## config.mk

```make
export PLATFORM = sky130hd
export DESIGN_NAME = vec_sca_bridge
export DESIGN_NICKNAME = d
export VERILOG_FILES = /design/src/rtl/vec_sca_bridge.sv
export SDC_FILE = /design/constraint.sdc
export NUM_CORES = 1
export LEC_CHECK = 0
export BUFFER_PORTS_ARGS = -buffer_cell sky130_fd_sc_hd__buf_4
export CORE_MARGIN = 2
export CORE_UTILIZATION = 55
export CTS_BUF_LIST = sky130_fd_sc_hd__clkbuf_16
export DETAILED_ROUTE_END_ITERATION = 6
export GPL_ROUTABILITY_DRIVEN = 0
export GPL_TIMING_DRIVEN = 0
export PLACE_DENSITY = 0.85
export SYNTH_ARGS = -nofsm -noshare
export SYNTH_HDL_FRONTEND = slang
export SYNTH_SLANG_ARGS = --single-unit
export TNS_END_PERCENT = 10
```

## constraint.sdc

```tcl
create_clock -name clk_i -period 6.7 [get_ports clk_i]
set_input_delay 0.335 -clock clk_i [delete_from_list [all_inputs] [get_ports clk_i]]
set_output_delay 0.335 -clock clk_i [all_outputs]
set_load 0.02 [all_outputs]
```

## src/rtl/vec_sca_bridge.sv

```systemverilog
// Scalar-to-vector bridge: request FIFO toward the vector decoder, per-ID
// completion buffer, and in-order or completion-order return to the core.
module vec_sca_bridge #(
  parameter int INSTR_BITS    = 32,
  parameter int XLEN          = 32,
  parameter int TRANS_ID_BITS = 3,
  parameter int REQ_DEPTH     = 4,
  parameter int IN_ORDER      = 1
) (
  input  logic                     clk_i,
  input  logic                     rst_ni,
  input  logic                     req_valid_i,
  output logic                     req_ready_o,
  input  logic [INSTR_BITS-1:0]    req_instr_i,
  input  logic [XLEN-1:0]          req_rs1_i,
  input  logic [XLEN-1:0]          req_rs2_i,
  input  logic [TRANS_ID_BITS-1:0] req_id_i,
  output logic                     dec_valid_o,
  input  logic                     dec_ready_i,
  output logic [INSTR_BITS-1:0]    dec_instr_o,
  output logic [XLEN-1:0]          dec_rs1_o,
  output logic [XLEN-1:0]          dec_rs2_o,
  output logic [TRANS_ID_BITS-1:0] dec_id_o,
  input  logic                     be_resp_valid_i,
  input  logic                     be_resp_err_i,
  input  logic [XLEN-1:0]          be_resp_res_i,
  input  logic [TRANS_ID_BITS-1:0] be_resp_id_i,
  output logic                     resp_valid_o,
  input  logic                     resp_ready_i,
  output logic                     resp_err_o,
  output logic [XLEN-1:0]          resp_res_o,
  output logic [TRANS_ID_BITS-1:0] resp_id_o,
  output logic [TRANS_ID_BITS:0]   outstanding_o,
  output logic                     unexp_resp_o
);

  localparam int NID = 1 << TRANS_ID_BITS;
  localparam int RPW = $clog2(REQ_DEPTH);
  localparam int OW  = TRANS_ID_BITS + 1;

  localparam logic [RPW:0]           RQ_FULL  = (RPW+1)'(REQ_DEPTH);
  localparam logic [RPW:0]           RQ_ONE   = (RPW+1)'(1);
  localparam logic [RPW-1:0]         RP_ONE   = RPW'(1);
  localparam logic [OW-1:0]          ID_LIMIT = OW'(NID);
  localparam logic [OW-1:0]          OUT_ONE  = OW'(1);
  localparam logic [TRANS_ID_BITS-1:0] OP_ONE = TRANS_ID_BITS'(1);
  localparam logic [NID-1:0]         ID_ONE   = NID'(1);

  // Lowest-numbered ID whose completion is waiting in the buffer.
  function automatic logic [TRANS_ID_BITS-1:0] lowest_done(input logic [NID-1:0] d);
    logic [TRANS_ID_BITS-1:0] r;
    r = {TRANS_ID_BITS{1'b0}};
    for (int i = NID - 1; i >= 0; i--) begin
      if (d[i]) begin
        r = TRANS_ID_BITS'(i);
      end else begin
        r = r;
      end
    end
    return r;
  endfunction

  // Request FIFO storage
  logic [INSTR_BITS-1:0]    rq_instr_r [REQ_DEPTH];
  logic [XLEN-1:0]          rq_rs1_r   [REQ_DEPTH];
  logic [XLEN-1:0]          rq_rs2_r   [REQ_DEPTH];
  logic [TRANS_ID_BITS-1:0] rq_id_r    [REQ_DEPTH];
  logic [RPW-1:0]           rq_wp_r;
  logic [RPW-1:0]           rq_rp_r;
  logic [RPW:0]             rq_cnt_r;

  // Order FIFO: acceptance order of IDs, one slot per trackable ID
  logic [TRANS_ID_BITS-1:0] ord_id_r [NID];
  logic [TRANS_ID_BITS-1:0] ord_wp_r;
  logic [TRANS_ID_BITS-1:0] ord_rp_r;
  logic [OW-1:0]            outstanding_r;

  // Per-ID tracking and response buffer
  logic [NID-1:0]           busy_r;
  logic [NID-1:0]           done_r;
  logic [NID-1:0]           buf_err_r;
  logic [XLEN-1:0]          buf_res_r [NID];

  logic                     held_r;
  logic [TRANS_ID_BITS-1:0] held_id_r;
  logic                     unexp_r;

  logic                     rq_full_s;
  logic                     rq_empty_s;
  logic                     accept_s;
  logic                     dec_fire_s;
  logic                     be_ok_s;
  logic                     be_drop_s;
  logic                     sel_valid_s;
  logic [TRANS_ID_BITS-1:0] sel_id_s;
  logic                     retire_s;
  logic [NID-1:0]           acc_mask_s;
  logic [NID-1:0]           ret_mask_s;
  logic [NID-1:0]           be_mask_s;

  assign rq_full_s   = (rq_cnt_r == RQ_FULL);
  assign rq_empty_s  = (rq_cnt_r == {(RPW+1){1'b0}});

  // A full FIFO blocks acceptance even if the decoder pops this cycle.
  assign req_ready_o = !rq_full_s && !busy_r[req_id_i] && (outstanding_r < ID_LIMIT);
  assign accept_s    = req_valid_i && req_ready_o;
  assign dec_fire_s  = !rq_empty_s && dec_ready_i;

  assign be_ok_s     = be_resp_valid_i && busy_r[be_resp_id_i] && !done_r[be_resp_id_i];
  assign be_drop_s   = be_resp_valid_i && !be_ok_s;

  // Response selection: order-FIFO head, or lowest done ID held while stalled
  always_comb begin
    sel_id_s    = {TRANS_ID_BITS{1'b0}};
    sel_valid_s = 1'b0;
    if (IN_ORDER != 0) begin
      sel_id_s    = ord_id_r[ord_rp_r];
      sel_valid_s = done_r[ord_id_r[ord_rp_r]];
    end else begin
      sel_id_s    = held_r ? held_id_r : lowest_done(done_r);
      sel_valid_s = |done_r;
    end
  end

  assign retire_s   = sel_valid_s && resp_ready_i;
  assign acc_mask_s = accept_s ? (ID_ONE << req_id_i)     : {NID{1'b0}};
  assign ret_mask_s = retire_s ? (ID_ONE << sel_id_s)     : {NID{1'b0}};
  assign be_mask_s  = be_ok_s  ? (ID_ONE << be_resp_id_i) : {NID{1'b0}};

  // Request FIFO push/pop and occupancy
  always_ff @(posedge clk_i or negedge rst_ni) begin
    if (!rst_ni) begin
      for (int i = 0; i < REQ_DEPTH; i++) begin
        rq_instr_r[i] <= {INSTR_BITS{1'b0}};
        rq_rs1_r[i]   <= {XLEN{1'b0}};
        rq_rs2_r[i]   <= {XLEN{1'b0}};
        rq_id_r[i]    <= {TRANS_ID_BITS{1'b0}};
      end
      rq_wp_r  <= {RPW{1'b0}};
      rq_rp_r  <= {RPW{1'b0}};
      rq_cnt_r <= {(RPW+1){1'b0}};
    end else begin
      if (accept_s) begin
        rq_instr_r[rq_wp_r] <= req_instr_i;
        rq_rs1_r[rq_wp_r]   <= req_rs1_i;
        rq_rs2_r[rq_wp_r]   <= req_rs2_i;
        rq_id_r[rq_wp_r]    <= req_id_i;
        rq_wp_r             <= rq_wp_r + RP_ONE;
      end
      if (dec_fire_s) begin
        rq_rp_r <= rq_rp_r + RP_ONE;
      end
      case ({accept_s, dec_fire_s})
        2'b10:   rq_cnt_r <= rq_cnt_r + RQ_ONE;
        2'b01:   rq_cnt_r <= rq_cnt_r - RQ_ONE;
        default: rq_cnt_r <= rq_cnt_r;
      endcase
    end
  end

  // Order FIFO and outstanding count; in completion order only occupancy matters
  always_ff @(posedge clk_i or negedge rst_ni) begin
    if (!rst_ni) begin
      for (int i = 0; i < NID; i++) begin
        ord_id_r[i] <= {TRANS_ID_BITS{1'b0}};
      end
      ord_wp_r      <= {TRANS_ID_BITS{1'b0}};
      ord_rp_r      <= {TRANS_ID_BITS{1'b0}};
      outstanding_r <= {OW{1'b0}};
    end else begin
      if (accept_s) begin
        ord_id_r[ord_wp_r] <= req_id_i;
        ord_wp_r           <= ord_wp_r + OP_ONE;
      end
      if (retire_s) begin
        ord_rp_r <= ord_rp_r + OP_ONE;
      end
      case ({accept_s, retire_s})
        2'b10:   outstanding_r <= outstanding_r + OUT_ONE;
        2'b01:   outstanding_r <= outstanding_r - OUT_ONE;
        default: outstanding_r <= outstanding_r;
      endcase
    end
  end

  // Busy/done flags and response buffer writes
  always_ff @(posedge clk_i or negedge rst_ni) begin
    if (!rst_ni) begin
      busy_r    <= {NID{1'b0}};
      done_r    <= {NID{1'b0}};
      buf_err_r <= {NID{1'b0}};
      for (int i = 0; i < NID; i++) begin
        buf_res_r[i] <= {XLEN{1'b0}};
      end
    end else begin
      busy_r <= (busy_r & ~ret_mask_s) | acc_mask_s;
      done_r <= (done_r & ~ret_mask_s) | be_mask_s;
      if (be_ok_s) begin
        buf_err_r[be_resp_id_i] <= be_resp_err_i;
        buf_res_r[be_resp_id_i] <= be_resp_res_i;
      end
    end
  end

  // Freeze the completion-order choice while the core stalls it
  always_ff @(posedge clk_i or negedge rst_ni) begin
    if (!rst_ni) begin
      held_r    <= 1'b0;
      held_id_r <= {TRANS_ID_BITS{1'b0}};
    end else if (retire_s) begin
      held_r    <= 1'b0;
    end else if (sel_valid_s) begin
      held_r    <= 1'b1;
      held_id_r <= sel_id_s;
    end
  end

  // Dropped back-end response pulse
  always_ff @(posedge clk_i or negedge rst_ni) begin
    if (!rst_ni) begin
      unexp_r <= 1'b0;
    end else begin
      unexp_r <= be_drop_s;
    end
  end

  assign dec_valid_o   = !rq_empty_s;
  assign dec_instr_o   = rq_instr_r[rq_rp_r];
  assign dec_rs1_o     = rq_rs1_r[rq_rp_r];
  assign dec_rs2_o     = rq_rs2_r[rq_rp_r];
  assign dec_id_o      = rq_id_r[rq_rp_r];

  assign resp_valid_o  = sel_valid_s;
  assign resp_id_o     = sel_id_s;
  assign resp_err_o    = buf_err_r[sel_id_s];
  assign resp_res_o    = buf_res_r[sel_id_s];

  assign outstanding_o = outstanding_r;
  assign unexp_resp_o  = unexp_r;

endmodule

```

[Word level (Yosys, flattened, before mapping)]
Cells that the tools add are included.
Word-level totals
  bits in registers: 718
  bits of input ports: 141
  output and inout port bits: 143
  logic and storage cells: 153
Operators by class
  add/sub/neg operators: 8
  $lt $le $gt $ge: 14
  eq/ne operators: 5
  shift-type cells: 3
  muxes and demuxes: 50
  bitwise gates (word level): 11
  reduce and logical (&&, ||, !) cells: 20
Operators with widths (count)
  bitwise mux 128 bit: 3
  two-way mux 32 bit: 10
  bitwise mux 256 bit: 1
  binary-select mux 32 bit (select 2 bit): 3
  binary-select mux 32 bit (select 3 bit): 1
  demux 32 bit (select 3 bit): 1
  demux 32 bit (select 2 bit): 1
  bitwise mux 24 bit: 1
  two-way mux 8 bit: 3
  left shift 1 x 3 -> 8 bit, first input constant: 3
  two-way mux 3 bit: 6
  bitwise AND 8 bit: 2
  greater-or-equal comparator 4 bit, second input constant: 4
  NOT 3 -> 4 bit: 4
  bitwise OR 8 bit: 2
  binary-select mux 1 bit (select 3 bit): 5
  bitwise mux 12 bit: 1
  logical AND 1 bit: 12
  < comparator 3 x 4 -> 1 bit, second input constant: 3
  adder 3 x 1 -> 3 bit, second input constant: 3
  binary-select mux 3 bit (select 3 bit): 1
  demux 3 bit (select 3 bit): 1
  bitwise mux 8 bit: 1
  < comparator 4 x 1 -> 1 bit, second input constant: 2
  other kinds (22): 37

[Depth between registers and ports, before layout]
Gate-level depths: netlist (run 1).
  depth in word-level cells: 11
  gate-level depth with buffers: 17
  depth with buffers taken out: 14

[Worst setup path after synthesis (run 1)]
Ideal clock, no wire load.
  path kind: register to register
  start point: reg ord_rp_r[0]
  end point: reg outstanding_r[2] (netlist: outstanding_o[2])
  setup time: 0.122 ns
  arrival: 3.141 ns
  data required time: 6.578 ns
  setup slack: 3.436 ns
  stages on the path, launching flop included: 18
  path buffers: 3
  clock period less this slack: 3.264 ns
  path through: dfrtp_1 -> buf_2 -> mux2i_1 -> mux4_2 -> clkbuf_1 -> inv_1 -> buf_2 -> mux2i_1 -> a32oi_1 -> nand3_1 -> inv_1 -> ha_1 -> xor2_1 -> ha_1 -> a21oi_1 -> xor2_1 -> nor2_1 -> xnor2_1
On the way
  longest elaborated chain between the ends: 9
Ends and longest elaborated chain
  start: declaration: RTL line 75  | logic [TRANS_ID_BITS-1:0] ord_rp_r;
  start signal: assignment: RTL line 168  | ord_rp_r <= {TRANS_ID_BITS{1'b0}};
  start signal: assignment: RTL line 176  | ord_rp_r <= ord_rp_r + OP_ONE;
  NOT 3 -> 4 bit (not written as such) *: RTL line 118  | sel_valid_s = done_r[ord_id_r[ord_rp_r]];
  binary-select mux 3 bit (select 3 bit) *: RTL line 118
  two-way mux 3 bit (not written as such) * (2 in a row): RTL line 118
  binary-select mux 1 bit (select 3 bit) *: RTL line 118
  two-way mux 1 bit (not written as such) *: RTL line 118
  logical AND 1 bit *: RTL line 125  | assign retire_s = sel_valid_s && resp_ready_i;
  via retire_s: RTL line 96  | logic retire_s;
  == test 2 x 1 -> 1 bit or == test 2 bit (tied branches): RTL line 178  | case ({accept_s, retire_s})
  case mux 4 bit (2 select lines) or nonzero test 2 bit (tied branches)
  end signal: assignment: RTL line 179  | 2'b10: outstanding_r <= outstanding_r + OUT_ONE;
  end signal: assignment: RTL line 180  | 2'b01: outstanding_r <= outstanding_r - OUT_ONE;
  end signal: assignment: RTL line 181  | default: outstanding_r <= outstanding_r;
  end: declaration: RTL line 76  | logic [OW-1:0] outstanding_r;
The timed path passes the listed nets; every way through them passes the cells marked *. The select of a mux whose other input is x is not followed.
A chain may end at the register's enable or synchronous reset.

[Final worst setup path (run 1)]
  start point: reg ord_rp_r[0]
  end point: out resp_res_o[2]
On the way
  longest elaborated chain between the ends: 8
Ends and longest elaborated chain
  NOT 3 -> 4 bit (not written as such): RTL line 117  | sel_id_s = ord_id_r[ord_rp_r];
  binary-select mux 3 bit (select 3 bit): RTL line 117
  two-way mux 3 bit (not written as such) (2 in a row): RTL line 117
  NOT 3 -> 4 bit (not written as such): RTL line 236  | assign resp_res_o = buf_res_r[sel_id_s];
  binary-select mux 32 bit (select 3 bit): RTL line 236
  two-way mux 32 bit (not written as such) (2 in a row): RTL line 236
  end: declaration: RTL line 31  | output logic [XLEN-1:0] resp_res_o,
Every way passes these cells. The select of a mux whose other input is x is not followed.

==> results of run 1 <==
==> layer usage <==
layer | wire, um | up-vias
met3 | 7710 | 241
met5 | 53 | -
met2 | 44000 | 913
li1 | - | 9173
met1 | 33000 | 11300
met4 | 3520 | 8
==> metrics by stage <==
step / utilization [%] / area (sq um)
2_1_floorplan: - / 32000
3_3_place_gp: 60.8 / 35000
3_5_place_dp: 61.2 / 35200
4_1_cts: 67.2 / 38700
5_1_grt: 67.2 / 38700
6_report: 67.2 / 38700
==> worst paths after layout <==
kind / start / to / slack, ns
setup / recovery: ord_rp_r[0]$_DFFE_PN0P_ / resp_res_o[2] / 1.53
hold / removal: be_resp_res_i[8] / buf_res_r[168]$_DFFE_PN0P_ / 0.02
setup reg to reg: ord_rp_r[0]$_DFFE_PN0P_ / outstanding_o[2]$_DFFE_PN0P_ / 2.50
hold reg to reg: rq_instr_r[7]$_DFFE_PN0P_ / rq_instr_r[7]$_DFFE_PN0P_ / 0.50
max in group asynchronous: rst_ni / rq_rs1_r[43]$_DFFE_PN0P_ / 4.68
min in group asynchronous: rst_ni / rq_rs2_r[114]$_DFFE_PN0P_ / 0.14
==> what timing repair did <==
item                                   4_1_cts  5_1_grt
setup buffers                                0        0
hold buffers                               118        0
endpoints found under the hold margin      753        0
==> power groups by stage <==
| stage | Clock, uW | Sequential (uW) | Combinational [uW] |
|---|---|---|---|
| finish | 3980 | 7640 | 12000 |
| global route | 4200 | 7840 | 12700 |
| CTS | 4010 | 7550 | 11900 |
| detailed placement | 0 | 7600 | 11700 |
| global placement | 0 | 7370 | 11400 |
| floorplan | 0 | 7200 | 7610 |
==> flip-flops by register name (all words and copies together), names as in the netlist, 4 cells and up <==
signal,cells
buf_err_r,8
buf_res_r,256
busy_r,8
done_r,8
ord_id_r,24
outstanding_o,4
rq_id_r,12
rq_instr_r,128
rq_rs1_r,128
rq_rs2_r,128
==> kinds of logic (layout without fill, tap and decap cells) <==
| group | after synthesis | after routing | share of synthesized area, % |
|---|---|---|---|
| buffers and inverters | 173 | 710 | 2.20 |
| other | 0 | 7 | 0 |
| flip-flops | 718 | 718 | 56.2 |
| adder cells (fa/ha/maj) | 11 | 11 | 0.454 |
| AND/OR/NAND/NOR | 444 | 444 | 6.18 |
| XOR/XNOR | 15 | 15 | 0.411 |
| multiplexers | 803 | 803 | 32.0 |
| AO/OA/AOI/OAI | 100 | 100 | 2.58 |
==> placed cells by master, fill, tap and decap left out, drive strengths merged, types with 2 or more instances in the layout <==
master	count
dlygate4sd3	118
mux2	687
nor4	6
dfrtp	718
buf	349
a311oi	34
clkbuf	168
nor3b	4
nor2b	2
clkinv	24
o211ai	2
nand2	297
mux2i	10
or4	2
a31o	34
and3	34
mux4	106
nor2	7
inv	48
nand3b	2
a32o	3
diode	7
xor2	6
a31oi	3
and4	2
o21ai	10
ha	10
a21o	5
nor3	4
o31ai	4
bufinv	3
and2	6
nand3	74
xnor2	9
==> area by class of cell <==
type | instances | area (sq um)
tap | 765 | 957
sequential | 718 | 18000
inverter | 21 | 81.3
timing repair buffer | 404 | 3460
multi-input combinational | 1373 | 13300
clock inverter | 54 | 330
buffer | 152 | 622
fill | 3802 | 18900
antenna | 7 | 17.5
clock buffer | 79 | 1980
==> impl_results.html, run 1 <==
<table>
<tr><th>Metric</th><th>Value</th></tr>
<tr><th colspan="2">Global route</th></tr>
<tr><td>Grt total ovfl</td><td>0</td></tr>
<tr><td>Via count of the first global-routing pass</td><td>roughly 23000</td></tr>
<tr><td>Met2 Use GR</td><td>49.1%</td></tr>
<tr><td>Maximum number of pins on one net before global-route repair</td><td>139</td></tr>
<tr><td>Fraction of met1 tracks used by global routing</td><td>between 30% and 40%</td></tr>
<tr><td>First-pass GRT wire length</td><td>136000 um</td></tr>
<tr><td>Overall track demand over capacity in global routing</td><td>29.6%</td></tr>
<tr><td>Number of antenna violations at the first check in global routing</td><td>10</td></tr>
<tr><td>Global routing's busiest layer</td><td>met2</td></tr>
<tr><td>GR Layer Usage met3</td><td>under 10%</td></tr>
<tr><th colspan="2">Synth</th></tr>
<tr><td>Area leader, netlist</td><td>sky130_fd_sc_hd__dfrtp_1</td></tr>
<tr><td>Most used flip-flop cell after synthesis</td><td>sky130_fd_sc_hd__dfrtp_1</td></tr>
<tr><td>Async set-or-reset flop fraction in the synthesized netlist</td><td>100%</td></tr>
<tr><td>Synthesis warning total</td><td>0</td></tr>
<tr><td>Most numerous cell in the Yosys netlist</td><td>sky130_fd_sc_hd__dfrtp_1</td></tr>
<tr><td>Post-synthesis cell area</td><td>32000 sq um</td></tr>
<tr><td>Proportion of synthesized chip area in sequential cells</td><td>56.2%</td></tr>
<tr><td>Most area-consuming cells after synthesis</td><td>sky130_fd_sc_hd__dfrtp_1 56%, sky130_fd_sc_hd__mux2_2 24%, sky130_fd_sc_hd__mux4_2 7.5%</td></tr>
<tr><td>Average cell area after synthesis</td><td>around 14 sq um</td></tr>
<tr><td>Number of enable flip-flop cells after synthesis</td><td>0</td></tr>
<tr><td>Synth cell types</td><td>between 50 and 60</td></tr>
<tr><td>Flop and latch count out of synthesis</td><td>approximately 700</td></tr>
<tr><td>Number of nets in the synthesized netlist</td><td>roughly 2400</td></tr>
<tr><td>Post-synthesis cell count</td><td>2264</td></tr>
<tr><td>Post-synth top cells</td><td>718 x sky130_fd_sc_hd__dfrtp_1, 677 x sky130_fd_sc_hd__mux2_2, 293 x sky130_fd_sc_hd__nand2_1</td></tr>
<tr><td>Fraction of post-synthesis cell area in the top cell type by area</td><td>56.2%</td></tr>
<tr><th colspan="2">CTS</th></tr>
<tr><td>CTS root buf</td><td>sky130_fd_sc_hd__clkbuf_16</td></tr>
<tr><td>CTS Buffer Depth</td><td>3</td></tr>
<tr><td>CTS tree</td><td>done</td></tr>
<tr><td>Number of sinks handled by clock tree synthesis</td><td>between 700 and 800</td></tr>
<tr><td>Clock edge transition at the registers on the reported setup and hold paths</td><td>approximately 0.060 ns</td></tr>
<tr><td>Max H-tree Level</td><td>3</td></tr>
<tr><td>Clock latency reported for the late side of the worst-skew pair</td><td>roughly 0.63 ns</td></tr>
<tr><td>Post-CTS sizing</td><td>0</td></tr>
<tr><td>Number of CTS-inserted buffers</td><td>76</td></tr>
<tr><th colspan="2">Timing</th></tr>
<tr><td>Max-Slew Margin vs Limit</td><td>under 10%</td></tr>
<tr><td>Transition at the pin with the smallest max-transition slack</td><td>about 1.4 ns</td></tr>
<tr><td>Tightest hold margin</td><td>0.0247 ns</td></tr>
<tr><td>Worst setup slack after layout</td><td>1.53 ns</td></tr>
<tr><td>Number of endpoints with negative hold slack in the final report</td><td>0</td></tr>
<tr><td>Setup repair after global routing missed its margin</td><td>no</td></tr>
<tr><td>Fmax</td><td>roughly 190 MHz</td></tr>
<tr><td>Max-slew violation total from the final report</td><td>0</td></tr>
<tr><td>Share of the clock period used by the worst path</td><td>around 77%</td></tr>
<tr><td>Accumulated negative setup slack</td><td>0 ns</td></tr>
<tr><td>Min Tclk post-route</td><td>between 5 and 6 ns</td></tr>
<tr><td>Fin Clk Skew</td><td>0.0248 ns</td></tr>
<tr><td>Setup Viol. Count Final</td><td>0</td></tr>
<tr><th colspan="2">Worst setup path</th></tr>
<tr><td>Cell with the largest stage delay on the worst path</td><td>sky130_fd_sc_hd__clkbuf_1</td></tr>
<tr><td>Top cell family by delay on the critical path</td><td>buffers and inverters</td></tr>
<tr><td>Stage delay of the slowest cell on the critical path</td><td>approximately 0.63 ns</td></tr>
<tr><td>Endpoint class of the critical path</td><td>primary output</td></tr>
<tr><td>Number of cells on the worst reg-to-reg path</td><td>15</td></tr>
<tr><td>Logic depth of the worst setup path including buffers</td><td>9</td></tr>
<tr><td>Critical path launch point type</td><td>flip-flop</td></tr>
<tr><td>Crit path required time</td><td>6.36 ns</td></tr>
<tr><td>CP Buf/Inv Count</td><td>5</td></tr>
<tr><td>Worst endpoint data arrival time</td><td>4.83 ns</td></tr>
<tr><td>Crit-path cells</td><td>buf_2, mux4_2, mux2i_1, clkbuf_1, clkbuf_1, clkbuf_1, nand3_1, a31o_2, buf_4</td></tr>
<tr><td>Worst setup path class</td><td>reg2out</td></tr>
<tr><td>CP Max Fanout</td><td>10</td></tr>
<tr><td>Most Frequent Cell on Critical Path</td><td>sky130_fd_sc_hd__clkbuf_1</td></tr>
<tr><th colspan="2">Floorplan</th></tr>
<tr><td>Height of the die</td><td>245 um</td></tr>
<tr><td>Row count</td><td>88</td></tr>
<tr><td>Core area</td><td>57600 sq um</td></tr>
<tr><td>Die extent in x</td><td>245 um</td></tr>
<tr><td>Number of I/O pins</td><td>284</td></tr>
<tr><td>Initial core utilization</td><td>between 50% and 60%</td></tr>
<tr><td>Die footprint</td><td>60100 sq um</td></tr>
<tr><th colspan="2">Power</th></tr>
<tr><td>Share of total power in the clock network</td><td>between 15 and 20%</td></tr>
<tr><td>Power Density</td><td>611 nW/um^2</td></tr>
<tr><td>NetSw</td><td>9580 uW</td></tr>
<tr><td>Fraction of power spent switching nets</td><td>40.5%</td></tr>
<tr><td>Static leakage</td><td>0.0175 uW</td></tr>
<tr><td>Comb power frac</td><td>50.9%</td></tr>
<tr><td>Register share of total power</td><td>32.3%</td></tr>
<tr><td>Power, Total</td><td>between 20000 and 25000 uW</td></tr>
<tr><td>Int Pwr</td><td>14100 uW</td></tr>
<tr><td>VDD IR-drop max</td><td>between 0.6 and 0.7 mV</td></tr>
<tr><th colspan="2">Placement</th></tr>
<tr><td>Estimated wirelength of the detail-placed design</td><td>57400 um</td></tr>
<tr><td>Post-placement setup slack</td><td>approximately 2.3 ns</td></tr>
<tr><td>Cell total after placement</td><td>3315</td></tr>
<tr><td>Port Buf Inserts</td><td>~280</td></tr>
<tr><th colspan="2">Detailed routing</th></tr>
<tr><td>First-pass iteration count of the detailed router</td><td>7</td></tr>
<tr><td>Routed length per instance</td><td>24.7 um</td></tr>
<tr><td>Post-route ant nets</td><td>0</td></tr>
<tr><td>DRC</td><td>0</td></tr>
<tr><td>Via count of the routed design</td><td>about 22000</td></tr>
<tr><td>DR iter-0 viols</td><td>1774</td></tr>
<tr><td>Per-cell via count in the routed design</td><td>~6.1</td></tr>
<tr><td>Total Routed Length</td><td>88300 um</td></tr>
<tr><th colspan="2">Worst hold path</th></tr>
<tr><td>Count of cells along the worst hold path</td><td>2</td></tr>
<tr><td>Min-delay worst type</td><td>in2reg</td></tr>
<tr><th colspan="2">Status</th></tr>
<tr><td>Outcome</td><td>completed</td></tr>
<tr><th colspan="2">Finish</th></tr>
<tr><td>Share of post-route cells with drive strength above 1</td><td>~44%</td></tr>
<tr><td>Count of nets after finishing</td><td>2898</td></tr>
<tr><td>Post-route insts no fill</td><td>3573</td></tr>
<tr><td>Synthesis-to-finish area growth</td><td>21.1%</td></tr>
<tr><th colspan="2">Job</th></tr>
<tr><td>Number of violations of the max-capacitance limit</td><td>0</td></tr>
</table>
Note: power is estimated with default switching activity, not from simulation.
==> run 2: changes to the inputs <==
- CORE_UTILIZATION: 55 -> 54
- PLACE_DENSITY: 0.85 -> 0.86
- clock period: 6.7 -> 4.6 ns (I/O delays scaled with it)
==> impl_results.html, run 2 (synthesis gave the netlist of run 1 again) <==
<table>
<tr><th>Metric</th><th>Value</th></tr>
<tr><th colspan="2">Timing</th></tr>
<tr><td>Fmax</td><td>220 MHz</td></tr>
<tr><td>Number of endpoints with negative hold slack in the final report</td><td>0 (unchanged)</td></tr>
<tr><td>Accumulated negative setup slack</td><td>0 ns (unchanged)</td></tr>
<tr><td>Setup Viol. Count Final</td><td>0 (unchanged)</td></tr>
<tr><td>Max-slew violation total from the final report</td><td>0 (unchanged)</td></tr>
<tr><td>Tightest hold margin</td><td>0.0535 ns (+0.0288 ns)</td></tr>
<tr><td>Transition at the pin with the smallest max-transition slack</td><td>1.47 ns (+0.0417 ns)</td></tr>
<tr><td>Min Tclk post-route</td><td>4.55 ns</td></tr>
<tr><td>Fin Clk Skew</td><td>0.0253 ns (+0.000449 ns)</td></tr>
<tr><td>Max-Slew Margin vs Limit</td><td>1.38% (-2.8 points)</td></tr>
<tr><td>Setup repair after global routing missed its margin</td><td>yes</td></tr>
<tr><td>Share of the clock period used by the worst path</td><td>between 90% and 100%</td></tr>
<tr><th colspan="2">Power</th></tr>
<tr><td>Power Density</td><td>895 nW/um^2 (+47%)</td></tr>
<tr><td>VDD IR-drop max</td><td>0.702 mV (+7.5%)</td></tr>
<tr><td>Power, Total</td><td>35000 uW (+48%)</td></tr>
<tr><td>Static leakage</td><td>0.0177 uW (+0.82%)</td></tr>
<tr><th colspan="2">Floorplan</th></tr>
<tr><td>Core area</td><td>58800 sq um (+2.1%)</td></tr>
<tr><td>Row count</td><td>89 (+1.1%)</td></tr>
<tr><td>Number of I/O pins</td><td>284 (unchanged)</td></tr>
<tr><td>Die footprint</td><td>61200 sq um (+1.8%)</td></tr>
<tr><td>Die extent in x</td><td>247 um (+0.91%)</td></tr>
<tr><td>Initial core utilization</td><td>54.4% (-1.1 points)</td></tr>
<tr><td>Height of the die</td><td>247 um (+0.91%)</td></tr>
<tr><th colspan="2">Global route</th></tr>
<tr><td>Number of antenna violations at the first check in global routing</td><td>15 (+5)</td></tr>
<tr><td>Grt total ovfl</td><td>0 (unchanged)</td></tr>
<tr><td>Via count of the first global-routing pass</td><td>24200 (+3.3%)</td></tr>
<tr><td>Overall track demand over capacity in global routing</td><td>29.6% (about the same)</td></tr>
<tr><td>Maximum number of pins on one net before global-route repair</td><td>139 (unchanged)</td></tr>
<tr><td>First-pass GRT wire length</td><td>138000 um (+1.2%)</td></tr>
<tr><th colspan="2">Finish</th></tr>
<tr><td>Count of nets after finishing</td><td>2914 (+0.55%)</td></tr>
<tr><td>Area occupied by registers</td><td>18000 sq um (unchanged)</td></tr>
<tr><td>Area of the multi-input gates</td><td>13300 sq um (about the same)</td></tr>
<tr><td>Synthesis-to-finish area growth</td><td>22.4%</td></tr>
<tr><td>Register name with the most flops</td><td>buf_res_r</td></tr>
<tr><td>Max reg flops</td><td>256 (unchanged)</td></tr>
<tr><td>Post-route insts no fill</td><td>3612 (+1.1%)</td></tr>
<tr><td>Most frequent cells in the layout</td><td>718 x sky130_fd_sc_hd__dfrtp_1, 677 x sky130_fd_sc_hd__mux2_2, 293 x sky130_fd_sc_hd__nand2_1</td></tr>
<tr><td>Commonest non-fill, non-tap cell in the layout</td><td>sky130_fd_sc_hd__dfrtp_1</td></tr>
<tr><td>Fill cell total of the finished layout</td><td>3836 (+0.89%)</td></tr>
<tr><td>Final Instance Area</td><td>39100 sq um (+1.0%)</td></tr>
<tr><td>Share of post-route cells with drive strength above 1</td><td>44.4% (+0.33 points)</td></tr>
<tr><th colspan="2">Worst setup path</th></tr>
<tr><td>Worst setup path class</td><td>reg2out</td></tr>
<tr><td>Cell with the largest stage delay on the worst path</td><td>sky130_fd_sc_hd__clkbuf_1</td></tr>
<tr><td>Worst endpoint data arrival time</td><td>4.32 ns (-0.51 ns)</td></tr>
<tr><td>Crit-path cells</td><td>buf_2, mux2i_1, mux4_2, clkbuf_1, clkbuf_1, clkbuf_1, nand2_1, a311oi_1, a31o_2, buf_4</td></tr>
<tr><td>Number of cells on the worst reg-to-reg path</td><td>14 (-1)</td></tr>
<tr><td>Stage delay of the slowest cell on the critical path</td><td>0.68 ns (+0.05 ns)</td></tr>
<tr><td>Top cell family by delay on the critical path</td><td>buffers and inverters</td></tr>
<tr><td>Crit path required time</td><td>4.37 ns (-1.99 ns)</td></tr>
<tr><td>CP Buf/Inv Count</td><td>5 (unchanged)</td></tr>
<tr><td>Logic depth of the worst setup path including buffers</td><td>10 (+1)</td></tr>
<tr><td>Worst flop-to-flop path startpoint</td><td>ord_rp_r[0]$_DFFE_PN0P_</td></tr>
<tr><td>Critical path capture point</td><td>resp_res_o[14]</td></tr>
<tr><td>Critical path launch point type</td><td>flip-flop</td></tr>
<tr><td>Reg-to-reg setup timing slack</td><td>0.43 ns (-2.07 ns)</td></tr>
<tr><td>Source of the critical timing path</td><td>ord_rp_r[0]$_DFFE_PN0P_</td></tr>
<tr><td>Reg2Reg Capture Point</td><td>outstanding_o[2]$_DFFE_PN0P_</td></tr>
<tr><td>Most Frequent Cell on Critical Path</td><td>sky130_fd_sc_hd__clkbuf_1</td></tr>
<tr><td>Endpoint class of the critical path</td><td>primary output</td></tr>
<tr><td>CP Max Fanout</td><td>10 (unchanged)</td></tr>
<tr><th colspan="2">Worst hold path</th></tr>
<tr><td>Min-delay worst type</td><td>in2reg</td></tr>
<tr><td>Startpoint of the most critical hold path</td><td>req_id_i[0]</td></tr>
<tr><th colspan="2">CTS</th></tr>
<tr><td>Total setup buffers inserted after CTS</td><td>0 (unchanged)</td></tr>
<tr><td>Number of CTS-inserted buffers</td><td>77 (+1.3%)</td></tr>
<tr><td>CTS Buffer Depth</td><td>3 (unchanged)</td></tr>
<tr><td>CTS tree</td><td>done</td></tr>
<tr><td>Number of sinks handled by clock tree synthesis</td><td>718 (unchanged)</td></tr>
<tr><td>Max H-tree Level</td><td>3 (unchanged)</td></tr>
<tr><td>Clock edge transition at the registers on the reported setup and hold paths</td><td>0.06 ns (about the same)</td></tr>
<tr><td>Clock latency reported for the late side of the worst-skew pair</td><td>0.63 ns (about the same)</td></tr>
<tr><td>CTS root buf</td><td>sky130_fd_sc_hd__clkbuf_16</td></tr>
<tr><th colspan="2">Status</th></tr>
<tr><td>Outcome</td><td>complete, but fails checks</td></tr>
<tr><td>Failing checks</td><td>max-capacitance violations</td></tr>
<tr><th colspan="2">Placement</th></tr>
<tr><td>Port Buf Inserts</td><td>279 (unchanged)</td></tr>
<tr><td>Placement-stage cell area</td><td>35200 sq um (about the same)</td></tr>
<tr><td>Cell total after placement</td><td>3323 (+0.24%)</td></tr>
<tr><td>Estimated wirelength of the detail-placed design</td><td>57000 um (-0.59%)</td></tr>
<tr><th colspan="2">Detailed routing</th></tr>
<tr><td>Via count of the routed design</td><td>22100 (+1.7%)</td></tr>
<tr><td>Routed length per instance</td><td>24.8 um (+0.34%)</td></tr>
<tr><td>Met3 routed WL</td><td>8220 um (+6.6%)</td></tr>
<tr><td>Met1 Wirelength</td><td>32800 um (-0.65%)</td></tr>
<tr><td>First-pass iteration count of the detailed router</td><td>6 (-1)</td></tr>
<tr><td>Total Routed Length</td><td>89600 um (+1.4%)</td></tr>
<tr><td>Post-route ant nets</td><td>0 (unchanged)</td></tr>
<tr><td>Met2 wire length</td><td>44500 um (+1.1%)</td></tr>
<tr><td>DR iter-0 viols</td><td>2005 (+13%)</td></tr>
<tr><td>Uppermost signal routing layer after detailed routing</td><td>met5</td></tr>
<tr><td>Per-cell via count in the routed design</td><td>6.11 (+0.64%)</td></tr>
<tr><td>DRC</td><td>0 (unchanged)</td></tr>
<tr><th colspan="2">Job</th></tr>
<tr><td>Number of violations of the max-capacitance limit</td><td>1 (+1)</td></tr>
</table>
-- run 2: cell count changes in the layout (fill, tap and decap cells not counted), moves of 2 or more --
cell and change:
sky130_fd_sc_hd__inv_1 -5, sky130_fd_sc_hd__clkinvlp_4 +4, sky130_fd_sc_hd__clkbuf_2 +4, sky130_fd_sc_hd__inv_16 +2, sky130_fd_sc_hd__clkbuf_1 -4, sky130_fd_sc_hd__bufinv_16 +4, sky130_fd_sc_hd__diode_2 +7, sky130_fd_sc_hd__clkinv_4 +2
sky130_fd_sc_hd__dlygate4sd3_1 +15
-- run 2: what timing repair did --
item / CTS / global route
hold endpoints to repair: 785 / 0
resized for setup: 4 / 1
hold buffers: 133 / 0
setup endpoints to repair: 30 / 13
-- run 2: per-stage QoR --
stage | util [%] | setup slack [ns]
floorplan | - | 1.34
global route | 66.5 | -0.0843
detailed placement | 59.9 | 0.259
finish | 66.5 | 0.0484
CTS | 66.5 | 0.109
global placement | 59.6 | -4.05
-- run 2: routing by layer --
| layer | global-route usage, % | vias up |
|---|---|---|
| met1 | 35.7 | 11500 |
| met5 | 0 | - |
| li1 | - | 9219 |
| met3 | 8.19 | 286 |
| met4 | 14.0 | 8 |
| met2 | 49.4 | 1063 |
-- run 2: where the power goes --
group          total (uW)  switching [uW]  internal, uW
sequential          11100            1760          9380
clock                6210            2660          3550
combinational       17700            9810          7880
-- run 2: worst min path at each step --
stage | to | slack [ns] | depth (start not counted)
floorplan | buf_err_r[0]$_DFFE_PN0P_ | -0.07 | 0
global placement | rq_instr_r[1]$_DFFE_PN0P_ | 0.47 | 2
detailed placement | rq_rs2_r[100]$_DFFE_PN0P_ | 0.36 | 2
CTS | busy_r[7]$_DFF_PN0_ | 0.02 | 3
global route | ord_id_r[6]$_DFFE_PN0P_ | 0.07 | 2
finish | ord_id_r[3]$_DFFE_PN0P_ | 0.05 | 2
-- run 2: worst register-to-register path, cell delays in order (launching register included) --
cell and delay, ns:
sky130_fd_sc_hd__dfrtp_1 0.35, sky130_fd_sc_hd__buf_2 0.29, sky130_fd_sc_hd__mux4_2 0.58, sky130_fd_sc_hd__mux2i_1 0.62
sky130_fd_sc_hd__nor2_1 0.25, sky130_fd_sc_hd__a32oi_1 0.41, sky130_fd_sc_hd__nand3_1 0.28, sky130_fd_sc_hd__inv_1 0.15
sky130_fd_sc_hd__ha_1 0.27, sky130_fd_sc_hd__xor2_1 0.11, sky130_fd_sc_hd__ha_1 0.18, sky130_fd_sc_hd__a21oi_1 0.18
sky130_fd_sc_hd__xor2_1 0.19, sky130_fd_sc_hd__nor2_1 0.07, sky130_fd_sc_hd__xnor2_1 0.13
-- run 2: layout make-up --
type,instances,area share [%]
diodes,14,0.0895
plain buffers,152,1.60
clock buffers,79,5.05
clock inverters,63,1.39
inverters,21,0.208
multi-input cells,1373,34.0
flip-flops and latches,718,45.9
well taps,773,2.47
repair buffers,419,9.22
